**src/rtl/lsm_pkg.sv**
```systemverilog
// Shared definitions for the load/store-multiple sequencer: command codes,
// FSM state encoding, addressing-mode codes and offset/popcount helpers.
package lsm_pkg;

  localparam int LIST_W = 16;
  localparam int SEL_W  = $clog2(LIST_W);
  localparam int CNT_W  = SEL_W + 1;

  localparam logic [2:0] LSM_HOLD  = 3'b000;
  localparam logic [2:0] LSM_START = 3'b001;
  localparam logic [2:0] LSM_NEXT  = 3'b010;
  localparam logic [2:0] LSM_ABORT = 3'b111;

  typedef enum logic [1:0] {
    ST_IDLE  = 2'b00,
    ST_SCAN  = 2'b01,
    ST_FOUND = 2'b10,
    ST_DONE  = 2'b11
  } lsm_state_e;

  // Mode codes are {P,U} from IR[24:23]
  localparam logic [1:0] MODE_IA = 2'b01;
  localparam logic [1:0] MODE_IB = 2'b11;
  localparam logic [1:0] MODE_DA = 2'b00;
  localparam logic [1:0] MODE_DB = 2'b10;

  function automatic logic [CNT_W-1:0] popcount16(input logic [LIST_W-1:0] v);
    logic [CNT_W-1:0] c;
    c = {CNT_W{1'b0}};
    for (int i = 0; i < LIST_W; i++) begin
      c = c + {{(CNT_W-1){1'b0}}, v[i]};
    end
    return c;
  endfunction

  function automatic logic [7:0] start_offset(input logic [1:0] mode,
                                              input logic [CNT_W-1:0] cnt);
    logic [7:0] bytes;
    logic [7:0] res;
    bytes = {1'b0, cnt, 2'b00};
    case (mode)
      MODE_IA: res = 8'd0;
      MODE_IB: res = 8'd4;
      MODE_DA: res = 8'd4 - bytes;
      MODE_DB: res = 8'd0 - bytes;
      default: res = 8'd0;
    endcase
    return res;
  endfunction

endpackage

```
**src/rtl/lsm_prio_enc.sv**
```systemverilog
// Lowest-set-bit encoder over the register list, with a non-empty flag.
module lsm_prio_enc
  import lsm_pkg::*;
(
  input  logic [LIST_W-1:0] i_vec,
  output logic [SEL_W-1:0]  o_idx,
  output logic              o_valid
);

  logic [SEL_W-1:0] w_idx;
  logic             w_valid;

  // Walk from the top so the lowest set bit is the last one to win
  always_comb begin
    w_idx   = {SEL_W{1'b0}};
    w_valid = 1'b0;
    for (int i = LIST_W - 1; i >= 0; i--) begin
      w_idx   = i_vec[i] ? SEL_W'(i) : w_idx;
      w_valid = w_valid | i_vec[i];
    end
  end

  assign o_idx   = w_idx;
  assign o_valid = w_valid;

endmodule

```
**src/rtl/lsm_manager.sv**
```systemverilog
// Load/store-multiple sequencer: walks the IR register list in ascending order.
// Optional macro LSM_FASTSCAN_EN replaces the bit-serial scan with a one-cycle priority search.
module lsm_manager
  import lsm_pkg::*;
(
  input  logic              CLK,
  input  logic              RESET,
  input  logic [31:0]       IR,
  input  logic              LSM_EN,
  input  logic [2:0]        LSM_IN,
  output logic              LSM_DETECT,
  output logic              LSM_END,
  output logic [SEL_W-1:0]  REG_SEL,
  output logic [CNT_W-1:0]  REG_COUNT,
  output logic [7:0]        START_OFFSET,
  output logic [6:0]        WB_OFFSET
);

  lsm_state_e        r_state, w_state_nxt;
  logic [LIST_W-1:0] r_list, w_list_nxt, w_list_cleared, w_enc_in;
  logic [SEL_W-1:0]  r_idx, w_idx_nxt, w_enc_idx;
  logic [CNT_W-1:0]  r_count, w_count_nxt;
  logic [7:0]        r_start_off, w_start_off_nxt;
  logic              w_enc_valid;
  logic              w_start, w_next, w_abort;
  logic              w_unused_bits;

  // Command decode; LSM_EN qualifies every command
  always_comb begin
    w_start = 1'b0;
    w_next  = 1'b0;
    w_abort = 1'b0;
    case (LSM_IN)
      LSM_HOLD:  w_start = 1'b0;
      LSM_START: w_start = LSM_EN;
      LSM_NEXT:  w_next  = LSM_EN;
      LSM_ABORT: w_abort = LSM_EN;
      default:   w_start = 1'b0;
    endcase
  end

  // In FOUND the encoder looks at the list minus the current bit, so it
  // answers "anything left?" for the NEXT decision.
  assign w_list_cleared = r_list & ~(16'h0001 << r_idx);
  assign w_enc_in       = (r_state == ST_FOUND) ? w_list_cleared : r_list;

  lsm_prio_enc u_prio_enc (
    .i_vec   (w_enc_in),
    .o_idx   (w_enc_idx),
    .o_valid (w_enc_valid)
  );

  // Next-state and datapath update
  always_comb begin
    w_state_nxt     = r_state;
    w_list_nxt      = r_list;
    w_idx_nxt       = r_idx;
    w_count_nxt     = r_count;
    w_start_off_nxt = r_start_off;
    if (w_abort) begin
      w_state_nxt = ST_IDLE;
      w_list_nxt  = 16'h0000;
      w_idx_nxt   = 4'd0;
    end else if (w_start) begin
      w_list_nxt      = IR[15:0];
      w_idx_nxt       = 4'd0;
      w_count_nxt     = popcount16(IR[15:0]);
      w_start_off_nxt = start_offset(IR[24:23], popcount16(IR[15:0]));
      w_state_nxt     = (IR[15:0] == 16'h0000) ? ST_DONE : ST_SCAN;
    end else begin
      case (r_state)
        ST_IDLE: w_state_nxt = ST_IDLE;
        ST_SCAN: begin
`ifdef LSM_FASTSCAN_EN
          if (w_enc_valid) begin
            w_state_nxt = ST_FOUND;
            w_idx_nxt   = w_enc_idx;
          end else begin
            w_state_nxt = ST_DONE;
          end
`else
          if (r_list[r_idx]) begin
            w_state_nxt = ST_FOUND;
          end else if (r_idx != 4'd15) begin
            w_idx_nxt = r_idx + 4'd1;
          end else begin
            w_state_nxt = ST_DONE;
          end
`endif
        end
        ST_FOUND: begin
          if (w_next) begin
            w_list_nxt = w_list_cleared;
            if (w_enc_valid) begin
              w_state_nxt = ST_SCAN;
              w_idx_nxt   = (r_idx == 4'd15) ? 4'd15 : r_idx + 4'd1;
            end else begin
              w_state_nxt = ST_DONE;
            end
          end else begin
            w_state_nxt = ST_FOUND;
          end
        end
        ST_DONE: w_state_nxt = ST_DONE;
        default: w_state_nxt = ST_IDLE;
      endcase
    end
  end

  // State and datapath registers
  always_ff @(posedge CLK) begin
    if (RESET) begin
      r_state     <= ST_IDLE;
      r_list      <= 16'h0000;
      r_idx       <= 4'd0;
      r_count     <= 5'd0;
      r_start_off <= 8'd0;
    end else begin
      r_state     <= w_state_nxt;
      r_list      <= w_list_nxt;
      r_idx       <= w_idx_nxt;
      r_count     <= w_count_nxt;
      r_start_off <= w_start_off_nxt;
    end
  end

  assign LSM_DETECT   = (r_state == ST_FOUND);
  assign LSM_END      = (r_state == ST_DONE);
  assign REG_SEL      = (r_state == ST_FOUND) ? r_idx : 4'd0;
  assign REG_COUNT    = r_count;
  assign START_OFFSET = r_start_off;
  assign WB_OFFSET    = {r_count, 2'b00};

  assign w_unused_bits = ^{IR[31:25], IR[22:16], w_enc_idx};

endmodule

```
**config.mk**
```make
export PLATFORM = sky130hd
export DESIGN_NAME = lsm_manager
export DESIGN_NICKNAME = d
export VERILOG_FILES = /design/src/rtl/lsm_pkg.sv /design/src/rtl/lsm_prio_enc.sv /design/src/rtl/lsm_manager.sv
export SDC_FILE = /design/constraint.sdc
export NUM_CORES = 1
export LEC_CHECK = 0
export ABC_AREA = 1
export CELL_PAD_IN_SITES_DETAIL_PLACEMENT = 0
export CELL_PAD_IN_SITES_GLOBAL_PLACEMENT = 1
export CORE_UTILIZATION = 37
export DETAILED_ROUTE_END_ITERATION = 7
export PLACE_DENSITY = 0.81
export SYNTH_ARGS = -nofsm -noshare
export SYNTH_HDL_FRONTEND = slang
export SYNTH_SLANG_ARGS = --single-unit
```
**constraint.sdc**
```tcl
create_clock -name CLK -period 12.8 [get_ports CLK]
set_clock_uncertainty 0.1 [all_clocks]
set_input_delay 2.56 -clock CLK [delete_from_list [all_inputs] [get_ports CLK]]
set_output_delay 2.56 -clock CLK [all_outputs]
set_load 0.02 [all_outputs]
```
## Word level (Yosys, flattened, before mapping)

Cells that the tools add are included.

- Reduce and logical (&&, ||, !) cells: 11
- Shifts and indexed selects: 1
- Mux-type cells: 24
- Equality and inequality tests: 16
- $add $sub $neg: 18
- $lt $le $gt $ge: 1
- Bitwise gates (word level): 18

Operators with widths:

| cell | count |
|---|---|
| 2-to-1 mux 16 bit | 4 |
| adder 5 x 1 -> 5 bit | 11 |
| case mux 8 bit (4 select lines) | 1 |
| 2-to-1 mux 4 bit | 6 |
| bitwise AND 16 bit | 1 |
| logical NOT 16 bit | 1 |
| inverter 16 bit | 1 |
| left shift 1 x 4 -> 16 bit, first input constant | 1 |
| bitwise OR 1 bit | 15 |
| 2-to-1 mux 2 bit | 6 |
| equality test 2 bit, second input constant | 4 |
| != test 4 bit, second input constant | 2 |
| case mux 2 bit (4 select lines) | 1 |
| case mux 4 bit (2 select lines) | 1 |
| subtractor 1 x 7 -> 8 bit, first input constant | 1 |
| subtractor 3 x 7 -> 8 bit, first input constant | 1 |
| nonzero test 2 bit | 3 |
| adder 4 x 1 -> 5 bit | 1 |
| less-than comparator 4 x 5 -> 1 bit, second input constant | 1 |
| AND reduction 5 bit | 1 |
| adder 3 x 1 -> 4 bit | 1 |
| adder 4 x 1 -> 4 bit, second input constant | 1 |
| binary-select mux 1 bit (select 4 bit) | 1 |
| equality test 2 x 1 -> 1 bit, second input constant | 2 |
| other kinds (14) | 21 |

- Input port bits: 38
- Output and inout bits: 26
- Register bits after elaboration: 35

## Longest topological paths before layout

Gate-level depths: netlist of run 1.

- Word-level depth: 23
- Mapped depth: 21

## Cells and area by module

From an unflattened synthesis of run 1, not the netlist that was laid out.

- Cells, all modules: 458
- Area total of the unflattened synthesis: 2929.1 sq um

By module, submodules not included:

| module | cells each | times used | area each (sq um) | seq. area each (sq um) |
|---|---|---|---|---|
| lsm_manager | 409 | 1 | 2720.1 | 660.6 |
| lsm_prio_enc | 49 | 1 | 209.0 | 0.0 |

## Worst setup path before layout of run 1

No wires, ideal clock.

- Kind: in2reg
- From: input port IR[11]
- To: register r_start_off[5] (netlist: START_OFFSET[5])
- Setup time: 0.115 ns
- Path buffers: 0
- Cell stages on the path: 21
- Arrival: 6.246 ns
- Data required time: 12.585 ns
- Setup slack: 6.339 ns
- Cells stage by stage: fa_1 -> inv_1 -> fa_1 -> inv_1 -> fa_1 -> inv_1 -> fa_1 -> inv_1 -> ha_1 -> fa_1 -> nand2_1 -> inv_1 -> nor2_1 -> inv_1 -> ha_1 -> inv_1 -> o21ai_0 -> nand3_1 -> o21ai_0 -> o21ai_0 -> inv_1

- Word-level cells in the longest chain between the ends: 7
- Elaborated cells between the ends (all ways): 8

RTL lines:

| element | RTL line | source |
|---|---|---|
| start: declaration | lsm_manager.sv:8 | `input logic [31:0] IR,` |
| adder 5 x 1 -> 5 bit (*) (5 in series) | lsm_pkg.sv:31 | `c = c + {{(CNT_W-1){1'b0}}, v[i]};` |
| subtractor 1 x 7 -> 8 bit / subtractor 3 x 7 -> 8 bit (equally long branches) | lsm_pkg.sv:45, lsm_pkg.sv:44 |  |
| case mux 8 bit (4 select lines) (*) | lsm_pkg.sv:41 | `case (mode)` |
| end signal: assignment | lsm_manager.sv:123 | `r_start_off <= w_start_off_nxt;` |
| end: declaration | lsm_manager.sv:23 | `logic [7:0] r_start_off, w_start_off_nxt;` |

Mark *: on every way between the ends. The rest lies on a longest branch, timed or not.
A chain may end at the register's enable or synchronous reset.

## Worst setup path after layout of run 1

- From: input port IR[13]
- To: register r_start_off[5] (netlist: START_OFFSET[5])

- Word-level cells in the longest chain between the ends: 5
- Elaborated cells between the ends (all ways): 6

RTL lines:

| element | RTL line |
|---|---|
| adder 5 x 1 -> 5 bit (*) (3 in series) | lsm_pkg.sv:31 |
| subtractor 1 x 7 -> 8 bit / subtractor 3 x 7 -> 8 bit (equally long branches) | lsm_pkg.sv:45, lsm_pkg.sv:44 |
| case mux 8 bit (4 select lines) (*) | lsm_pkg.sv:41 |

Marked as above.

==> impl_metrics.py, run 1 <==
metrics = {
    "synthesis": {
        "synth-seq-cells": 33,
        "synthTopCellsByArea": "dfxtp_1 (25%), nand2_1 (14%), inv_1 (9.8%)",
        "synth_area_mm2": 0.00265,
        "synth_edf_count": 0,
        "synth_commonest_cells": "nand2_1 (100), inv_1 (69), o21ai_0 (41)",
        "synth_cell_types": 30,
        "avgSynthCellArea_um2": 6.53,
        "yosys_warnings": 0,
        "yosysMostFrequentCell": "nand2_1",
        "ys_seq_area_share_pct": 25.0,
        "synth_top_cell_area_share_pct": 25.0,
        "synthArstFlopShare_pct": 0,
        "synthCells": 405,
        "synth_top_cell_by_area": "dfxtp_1",
        "synth_top_flop_cell": "dfxtp_1",
    },
    "global_routing": {
        "grt_max_degree": 32,
        "grtUsageTotal_pct": 19.5,
        "grt_pass1_vias": 2470,
        "grt_pass1_wl_mm": 11.5,
        "overflow": 0,
        "antenna_found_initial": 0,
    },
    "sta": {
        "rsz0062_at_grt": "no",
        "max_slew_margin_pct": 59.5,
        "hold_viol": 0,
        "finalSetupViolCount": 0,
        "max_freq_ghz": 0.143,
        "fin_crit_ps": 7010,
        "post-route-period-util_pct": 54.8,
        "fin_tns_setup_ps": 0,
        "tightest_slew_ps": 608,
        "slew_violations": 0,
    },
    "setup_path": {
        "worstSetupPathType": "input pin to register",
        "crit_top_cell": "inv_1",
        "start_kind": "input pin",
        "cp_max_fo": 5,
        "crit_slowest_cell": "fa_1",
        "end_kind": "register",
        "worstPathRequired_ps": 12880,
        "cp.arrival_ps": 7090,
        "max_stage_delay_ps": 530,
        "path_cells": "clkdlybuf4s50_1 -> fa_1 -> inv_1 -> fa_1 -> inv_1 -> fa_1 -> inv_1 -> fa_1 -> inv_1 -> ha_1 -> fa_1 -> nand2_1 -> inv_1 -> nor2_1 -> inv_1 -> ha_1 -> inv_1 -> o21ai_0 -> nand3_1 -> o21ai_0 -> o21ai_0 -> inv_1",
    },
    "layout": {
        "ff_latch_area_um2": 661,
        "n_antenna_cell": 0,
        "finalInstanceArea_mm2": 0.00320,
        "multi_input_area_mm2": 0.00160,
        "fillers": 732,
        "nNetsFinal": 506,
        "area_growth_syn_to_layout_pct": 20.9,
        "drive_gt1_share_pct": 4.09,
    },
    "cts": {
        "cts_tree": "yes",
        "cts_buffers": 5,
        "cts_sinks": 33,
        "cts_buffer_depth": 2,
        "ctsResizeCount": 0,
        "clk_pin_slew_ps": 70,
        "htree_num_levels": 2,
        "root_buffer": "clkbuf_8",
        "cts_hold_buffers": 0,
        "worstSkewPairLatency_ps": 280,
        "cts_setup_buffers": 0,
    },
    "status": {
        "status": "complete, no violations",
    },
    "routing": {
        "vias": 2569,
        "wl_mm": 6.64,
        "routedWlPerCell_um": 12.4,
        "vias_per_cell": 4.79,
        "post-route-drc-count": 0,
        "drt_first_pass_iters": 4,
        "drt_iter0_markers": 94,
        "drtAntennaViolNets": 0,
    },
    "pwr": {
        "vdd_drop_max_v": 0.0000871,
        "power_density_mw_per_mm2": 116,
        "power_leakage_uw": 0.00142,
    },
    "placement": {
        "place_hpwl_mm": 5.24,
        "io_buffers": 45,
        "gp_congestion": 0.806,
        "place_area_mm2": 0.00311,
    },
    "floorplan": {
        "row_count": 30,
        "dieArea_mm2": 0.00749,
        "initial_utilization_pct": 38.5,
        "core_mm2": 0.00687,
        "io_pins": 64,
        "die_x_um": 86.6,
        "die_h_um": 86.6,
    },
    "flow_run": {
        "drv_cap": 0,
    },
    "hold_path": {
        "min_path_type": "register to register",
    },
}
kinds of logic (layout without fill, tap and decap cells):
kind of cell | count (synthesis) | after routing | synth area share (%)
compound gates | 79 | 79 | 15.9
xor+xnor | 1 | 1 | 0.331
fa+ha+maj | 28 | 28 | 16.1
buf+inv | 93 | 125 | 15.3
flops | 33 | 33 | 25.0
other cells | 1 | 4 | 0.142
simple gates | 170 | 170 | 27.3
cells in the final DEF, fill, tap and decap left out:
cell	instances
nand2_2	2
dfxtp_1	33
nor3_1	3
nor2_1	22
a31oi_1	2
nand4_1	2
inv_1	69
xor2_1	1
fa_1	10
inv_2	2
nand3_1	35
nor2_2	1
conb_1	4
a31o_2	1
ha_1	18
nor4_1	3
a211oi_1	1
clkbuf_8	6
o21ai_1	6
o211ai_1	1
o21ai_0	41
o22ai_1	8
nor3_2	1
a21oi_1	18
clkinvlp_4	1
clkdlybuf4s50_1	45
buf_4	1
nand2_1	100
inv_4	1
nor2_8	1
a21oi_2	1
report_power, final:
group / internal, uW / switching, uW / leakage [uW] / total (uW)
sequential: 106 / 3.77 / 0.000267 / 110
clock: 42.5 / 39.6 / 0.0000433 / 82.1
combinational: 66.8 / 112 / 0.00111 / 179
total: 215 / 156 / 0.00142 / 371
per-stage QoR:
stage	utilization [%]	worst slack, ps	hold WS (ps)	instances	total power [uW]
floorplan	-	6340	363	408	244
global placement	45.3	5510	356	529	288
detailed placement	45.3	5480	384	529	290
CTS	46.6	5800	400	536	373
global route	46.6	5510	412	536	410
finish	46.6	5790	404	536	371
sequential cells by signal, summed over array words and instances (netlist names):
signal	cells
START_OFFSET	6
r_state	2
REG_COUNT	5
r_list	16
r_idx	4
critical path: cells and delay by family:
| family | cells | cell delay, ps |
|---|---|---|
| AOI/OAI and AO/OA | 3 | 320 |
| adders and majority gates | 7 | 2790 |
| buffers and inverters | 9 | 990 |
| and+or+nand+nor | 3 | 430 |
area by class of cell:
| type | count | share of cell area, % |
|---|---|---|
| Inverter | 72 | 8.53 |
| Timing Repair Buffer | 46 | 14.3 |
| Sequential cell | 33 | 20.6 |
| Clock inverter | 1 | 0.235 |
| Clock buffer | 6 | 2.58 |
| Tap cell | 96 | 3.75 |
| Multi-Input combinational cell | 282 | 49.9 |
routing by layer:
metal | part of all wire [%] | wire (um) | GRT usage, % | vias to the layer above
li1 | - | - | - | 1349
met1 | 47 | 3120 | 25.2 | 1153
met2 | 47 | 3140 | 33.0 | 57
met3 | 4.2 | 276 | 3.52 | 10
met4 | 1.5 | 97 | 6.21 | 0
met5 | 0 | 0 | 0 | -
final timing paths:
kind / depth (start not counted) / endpoint / slack [ps] / from
worst max-delay path: 22 / START_OFFSET[5]$_SDFFE_PP0P_ / 5790 / IR[13]
worst min-delay path: 2 / START_OFFSET[6]$_SDFFE_PP0P_ / 400 / START_OFFSET[6]$_SDFFE_PP0P_
worst max register to register: 12 / r_idx[3]$_SDFFE_PP0P_ / 10420 / r_idx[0]$_SDFFE_PP0P_
worst min register to register: 2 / START_OFFSET[6]$_SDFFE_PP0P_ / 400 / START_OFFSET[6]$_SDFFE_PP0P_
Power figures use the tool's default switching activity.
==> run 2: changes to the inputs <==
--- a/config.mk
+++ b/config.mk
@@ -8,9 +8,9 @@
 export ABC_AREA = 1
 export CELL_PAD_IN_SITES_DETAIL_PLACEMENT = 0
 export CELL_PAD_IN_SITES_GLOBAL_PLACEMENT = 1
-export CORE_UTILIZATION = 37
+export CORE_UTILIZATION = 35
 export DETAILED_ROUTE_END_ITERATION = 7
-export PLACE_DENSITY = 0.81
+export PLACE_DENSITY = 0.77
 export SYNTH_ARGS = -nofsm -noshare
 export SYNTH_HDL_FRONTEND = slang
 export SYNTH_SLANG_ARGS = --single-unit
==> constraint.sdc (replaced) <==
create_clock -name CLK -period 7.15 [get_ports CLK]
set_clock_uncertainty 0.1 [all_clocks]
set_input_delay 1.43 -clock CLK [delete_from_list [all_inputs] [get_ports CLK]]
set_output_delay 1.43 -clock CLK [all_outputs]
set_load 0.02 [all_outputs]
==> run 2 against run 1 <==
Against the previous run: hold slack got worse by 31 ps; sequential power rose by 78%; utilization fell by 2.8 points; worst setup slack got worse by 4500 ps; register-to-register slack got worse by 5700 ps.
==> impl_metrics.py, run 2 (synthesized netlist as in run 1, its figures left out) <==
metrics = {
    "placement": {
        "place_inst": 532,
        "gp_congestion": 0.849,
        "pre_cts_ws_ps": 957,
        "place_hpwl_mm": 5.39,
        "io_buffers": 45,
    },
    "sta": {
        "fin_tns_setup_ps": 0,
        "rsz0062_at_grt": "no",
        "hold_viol": 0,
        "finalSetupViolCount": 0,
        "max_slew_margin_pct": 58.6,
        "post-route-period-util_pct": 82.1,
        "postLayoutSetupSlackWorst_ps": 1280,
        "hold_ws_ps": 373,
        "fin_crit_ps": 5870,
        "tightest_slew_ps": 621,
        "max_freq_ghz": 0.170,
        "slew_violations": 0,
    },
    "pwr": {
        "power_density_mw_per_mm2": 206,
        "vdd_drop_max_v": 0.000156,
        "power_leakage_uw": 0.00142,
    },
    "cts": {
        "cts_buffer_depth": 2,
        "htree_num_levels": 2,
        "ctsResizeCount": 0,
        "cts_tree": "yes",
        "worstSkewPairLatency_ps": 280,
        "cts_setup_buffers": 0,
        "cts_sinks": 33,
        "clk_pin_slew_ps": 70,
        "cts_hold_buffers": 0,
        "root_buffer": "clkbuf_8",
        "cts_buffers": 5,
    },
    "routing": {
        "drt_iter0_markers": 103,
        "post-route-drc-count": 0,
        "wl_mm": 6.88,
        "routedWlPerCell_um": 12.7,
        "vias_per_cell": 4.79,
        "vias": 2585,
        "drt_first_pass_iters": 4,
        "drtAntennaViolNets": 0,
    },
    "layout": {
        "area_growth_syn_to_layout_pct": 20.8,
        "top_register": "r_list",
        "largest_reg_flops": 16,
        "fin_util_pct": 43.8,
        "nNetsFinal": 506,
        "n_antenna_cell": 0,
        "final_common_cell": "nand2_1",
        "mostFrequentLayoutCells": "nand2_1 (100), inv_1 (69), clkdlybuf4s50_1 (45), o21ai_0 (41), nand3_1 (35)",
        "fin_cells": 540,
        "drive_gt1_share_pct": 4.08,
        "fillers": 815,
    },
    "floorplan": {
        "die_h_um": 89.0,
        "initial_utilization_pct": 36.3,
        "dieArea_mm2": 0.00791,
        "core_mm2": 0.00729,
        "row_count": 31,
        "io_pins": 64,
        "die_x_um": 89.0,
    },
    "setup_path": {
        "cp.arrival_ps": 5950,
        "crit_slowest_cell": "fa_1",
        "path_cells": "clkdlybuf4s50_1 -> fa_1 -> inv_1 -> fa_1 -> inv_1 -> fa_1 -> inv_1 -> fa_1 -> inv_1 -> ha_1 -> fa_1 -> nand2_1 -> inv_1 -> nor2_1 -> inv_1 -> ha_1 -> inv_1 -> o21ai_0 -> nand3_1 -> o21ai_0 -> o21ai_0 -> inv_1",
        "end_kind": "register",
        "worst-path-buf-inv": 9,
        "cp_max_fo": 5,
        "crit_family": "adder cells",
        "max_stage_delay_ps": 560,
        "crit_top_cell": "inv_1",
        "start_kind": "input pin",
        "worstPathRequired_ps": 7230,
        "worstSetupPathType": "input pin to register",
    },
    "global_routing": {
        "overflow": 0,
        "grt_pass1_wl_mm": 11.8,
        "antenna_found_initial": 0,
        "grtUsageTotal_pct": 19.4,
        "grt_pass1_vias": 2568,
        "grt_max_degree": 32,
    },
    "flow_run": {
        "drv_cap": 0,
    },
    "hold_path": {
        "min_path_type": "register to register",
    },
    "status": {
        "status": "complete, no violations",
    },
}
[run 2: cell count changes in the layout (fill, tap and decap cells not counted), sizes merged]
cell | previous run | this run
clkinv | 0 | 2
clkinvlp | 1 | 0
[run 2: metrics by stage]
stage	cell area [um^2]	power, uW
6_report	3200	659
5_1_grt	3200	729
4_1_cts	3200	666
3_5_place_dp	3110	524
3_3_place_gp	3110	519
2_1_floorplan	2660	437
[run 2: path summary, 6_finish.rpt]
check	start	endpoint	slack, ps	cells after the start
worst min-delay path	START_OFFSET[6]$_SDFFE_PP0P_	START_OFFSET[6]$_SDFFE_PP0P_	370	2
worst max-delay path	IR[11]	START_OFFSET[5]$_SDFFE_PP0P_	1280	22
worst max register to register	r_idx[0]$_SDFFE_PP0P_	r_idx[1]$_SDFFE_PP0P_	4750	13
worst min register to register	START_OFFSET[6]$_SDFFE_PP0P_	START_OFFSET[6]$_SDFFE_PP0P_	370	2
[run 2: layer usage]
| metal | part of all wire [%] | GRT usage (%) | up-vias | routed length [um] |
|---|---|---|---|---|
| met5 | 0 | 0 | - | 0 |
| met4 | 0.86 | 4.62 | 0 | 59 |
| met3 | 4.9 | 4.16 | 8 | 337 |
| met2 | 48 | 34.3 | 60 | 3280 |
| met1 | 46 | 24.1 | 1170 | 3200 |
| li1 | - | - | 1347 | - |
[run 2: final cells by class]
type	instances	area, um^2	area share, %
repair buffers	46	458	14.3
multi-input cells	282	1600	50.0
clock buffers	6	72.6	2.27
flip-flops and latches	33	661	20.7
well taps	99	124	3.88
inverters	72	273	8.54
clock inverters	2	10.0	0.313
[run 2: where the power goes]
group	total, uW	internal (uW)	leakage (uW)	switching [uW]
clock network	142	67.6	0.0000450	74.5
registers	196	189	0.000267	6.71
logic	321	120	0.00111	201
[run 2: worst register-to-register path, stage by stage (launching register included)]
cell	delay [ps]
dfxtp_1	690
inv_2	210
ha_1	270
nand2_1	70
inv_1	60
nand2_1	90
nand2_1	60
nand2_1	60
nor2_1	50
nand2_1	80
nor2_2	50
o21ai_1	270
nand3_1	140
a21oi_1	150
==> run 3: changes to the inputs <==
==> constraint.sdc (replaced) <==
create_clock -name CLK -period 5.9 [get_ports CLK]
set_clock_uncertainty 0.1 [all_clocks]
set_input_delay 1.18 -clock CLK [delete_from_list [all_inputs] [get_ports CLK]]
set_output_delay 1.18 -clock CLK [all_outputs]
set_load 0.02 [all_outputs]
==> run 3 against run 2 <==
Against the previous run: via count down 0.54%; die area unchanged; sequential power rose by 21%; critical path type unchanged.
==> impl_metrics.py, run 3 (synthesized netlist as in run 1, its figures left out) <==
metrics = {
    "cts": {
        "cts_sinks": 33,
        "worstSkewPairLatency_ps": 290,
        "ctsResizeCount": 0,
        "cts_hold_buffers": 0,
        "clk_pin_slew_ps": 70,
        "cts_buffers": 5,
        "htree_num_levels": 2,
        "cts_tree": "yes",
        "root_buffer": "clkbuf_8",
        "cts_buffer_depth": 2,
        "cts_setup_buffers": 0,
    },
    "flow_run": {
        "drv_cap": 0,
    },
    "routing": {
        "drt_first_pass_iters": 4,
        "wl_mm": 6.94,
        "routedWlPerCell_um": 12.8,
        "drtAntennaViolNets": 0,
        "vias": 2571,
        "post-route-drc-count": 0,
        "drt_iter0_markers": 68,
        "vias_per_cell": 4.73,
    },
    "pwr": {
        "swShare_pct": 41.9,
        "p_sw_uw": 351,
        "internal-power_uw": 486,
        "p_seq_share_pct": 28.4,
        "power_density_mw_per_mm2": 260,
        "combPwrFrac_pct": 50.7,
        "power_leakage_uw": 0.00143,
        "vdd_drop_max_v": 0.000152,
        "clockPowerShare_pct": 20.9,
    },
    "layout": {
        "fin_util_pct": 44.1,
        "area_growth_syn_to_layout_pct": 21.6,
        "fillers": 821,
        "nNetsFinal": 509,
        "mostFrequentLayoutCells": "nand2_1 (100), inv_1 (69), clkdlybuf4s50_1 (45), o21ai_0 (41), nand3_1 (35)",
        "n_antenna_cell": 0,
        "ff_latch_area_um2": 661,
        "largest_reg_flops": 16,
        "multi_input_area_mm2": 0.00160,
        "top_register": "r_list",
        "drive_gt1_share_pct": 4.73,
        "final_common_cell": "nand2_1",
    },
    "sta": {
        "rsz0062_at_grt": "no",
        "post-route-period-util_pct": 92.4,
        "max_freq_ghz": 0.183,
        "slew_violations": 0,
        "tightest_slew_ps": 1070,
        "hold_viol": 0,
        "finalSetupViolCount": 0,
        "fin_crit_ps": 5450,
        "max_slew_margin_pct": 28.2,
        "fin_tns_setup_ps": 0,
    },
    "global_routing": {
        "grt_pass1_vias": 2495,
        "grt_pass1_wl_mm": 11.6,
        "antenna_found_initial": 0,
        "grtUsageTotal_pct": 19.2,
        "overflow": 0,
        "grt_max_degree": 22,
    },
    "floorplan": {
        "row_count": 31,
        "io_pins": 64,
        "die_x_um": 89.0,
        "initial_utilization_pct": 36.3,
        "die_h_um": 89.0,
        "core_mm2": 0.00729,
        "dieArea_mm2": 0.00791,
    },
    "setup_path": {
        "crit_start": "IR[11]",
        "cp.arrival_ps": 5530,
        "end_kind": "register",
        "cp_max_fo": 3,
        "reg2reg_depth": 14,
        "worstPathRequired_ps": 5980,
        "start_kind": "input pin",
        "reg2reg_slack_ps": 3520,
        "worstSetupPathType": "input pin to register",
        "worstReg2RegStart": "r_state[0]$_SDFFE_PP0P_",
    },
    "status": {
        "status": "complete, no violations",
    },
    "hold_path": {
        "hold_start": "START_OFFSET[6]$_SDFFE_PP0P_",
        "holdPathStages": 2,
        "min_path_type": "register to register",
    },
    "placement": {
        "io_buffers": 45,
        "place_hpwl_mm": 5.47,
        "gp_congestion": 0.889,
    },
}
-- run 3: cell count changes in the layout (fill, tap and decap cells not counted) --
| cell | previous run | this run |
|---|---|---|
| buf_4 | 1 | 4 |
-- run 3: power by group through the flow --
stage	sequential, uW	combinational, uW	clock, uW
6_report	238	424	175
5_1_grt	239	491	188
4_1_cts	238	429	178
3_5_place_dp	243	427	0
3_3_place_gp	243	426	0
2_1_floorplan	243	287	0
-- run 3: area by class of cell --
cell class	count	area share, %
Clock inverter	2	0.311
Tap cell	99	3.85
Multi-Input combinational cell	282	49.6
Clock buffer	6	2.26
Timing Repair Buffer	49	14.9
Sequential cell	33	20.5
Inverter	72	8.48
-- run 3: layer usage --
layer | track usage (%) | vias up | wire length, um
met2 | 34.7 | 55 | 3360
li1 | - | 1362 | -
met4 | 4.18 | 0 | 39
met5 | 0 | - | 0
met1 | 23.5 | 1150 | 3160
met3 | 4.25 | 4 | 385
-- run 3: path summary, 6_finish.rpt --
check	endpoint
hold / removal	START_OFFSET[6]$_SDFFE_PP0P_
setup / recovery	START_OFFSET[5]$_SDFFE_PP0P_
setup reg to reg	r_idx[3]$_SDFFE_PP0P_
hold reg to reg	START_OFFSET[6]$_SDFFE_PP0P_
-- run 3: through the flow --
stage / power, uW / std cells / area, um^2 / hold slack, ps / setup WS, ps
after detailed placement: 669 / 535 / 3140 / 363 / 134
after global placement: 669 / 535 / 3140 / 351 / 153
final: 837 / 543 / 3220 / 373 / 446
after global routing: 917 / 543 / 3220 / 398 / 153
after CTS: 845 / 543 / 3220 / 376 / 430
after floorplan: 530 / 408 / 2660 / 363 / 819
-- run 3: worst max-delay path, stage by stage --
cell and delay (ps):
clkdlybuf4s50_1 480, fa_1 550, inv_1 50, fa_1 470, inv_1 50, fa_1 470
inv_1 50, fa_1 490, inv_1 50, ha_1 200, fa_1 380, nand2_1 90
inv_1 40, nor2_1 120, inv_1 100, ha_1 220, inv_1 70, o21ai_0 70
nand3_1 80, o21ai_0 100, o21ai_0 150, inv_1 60
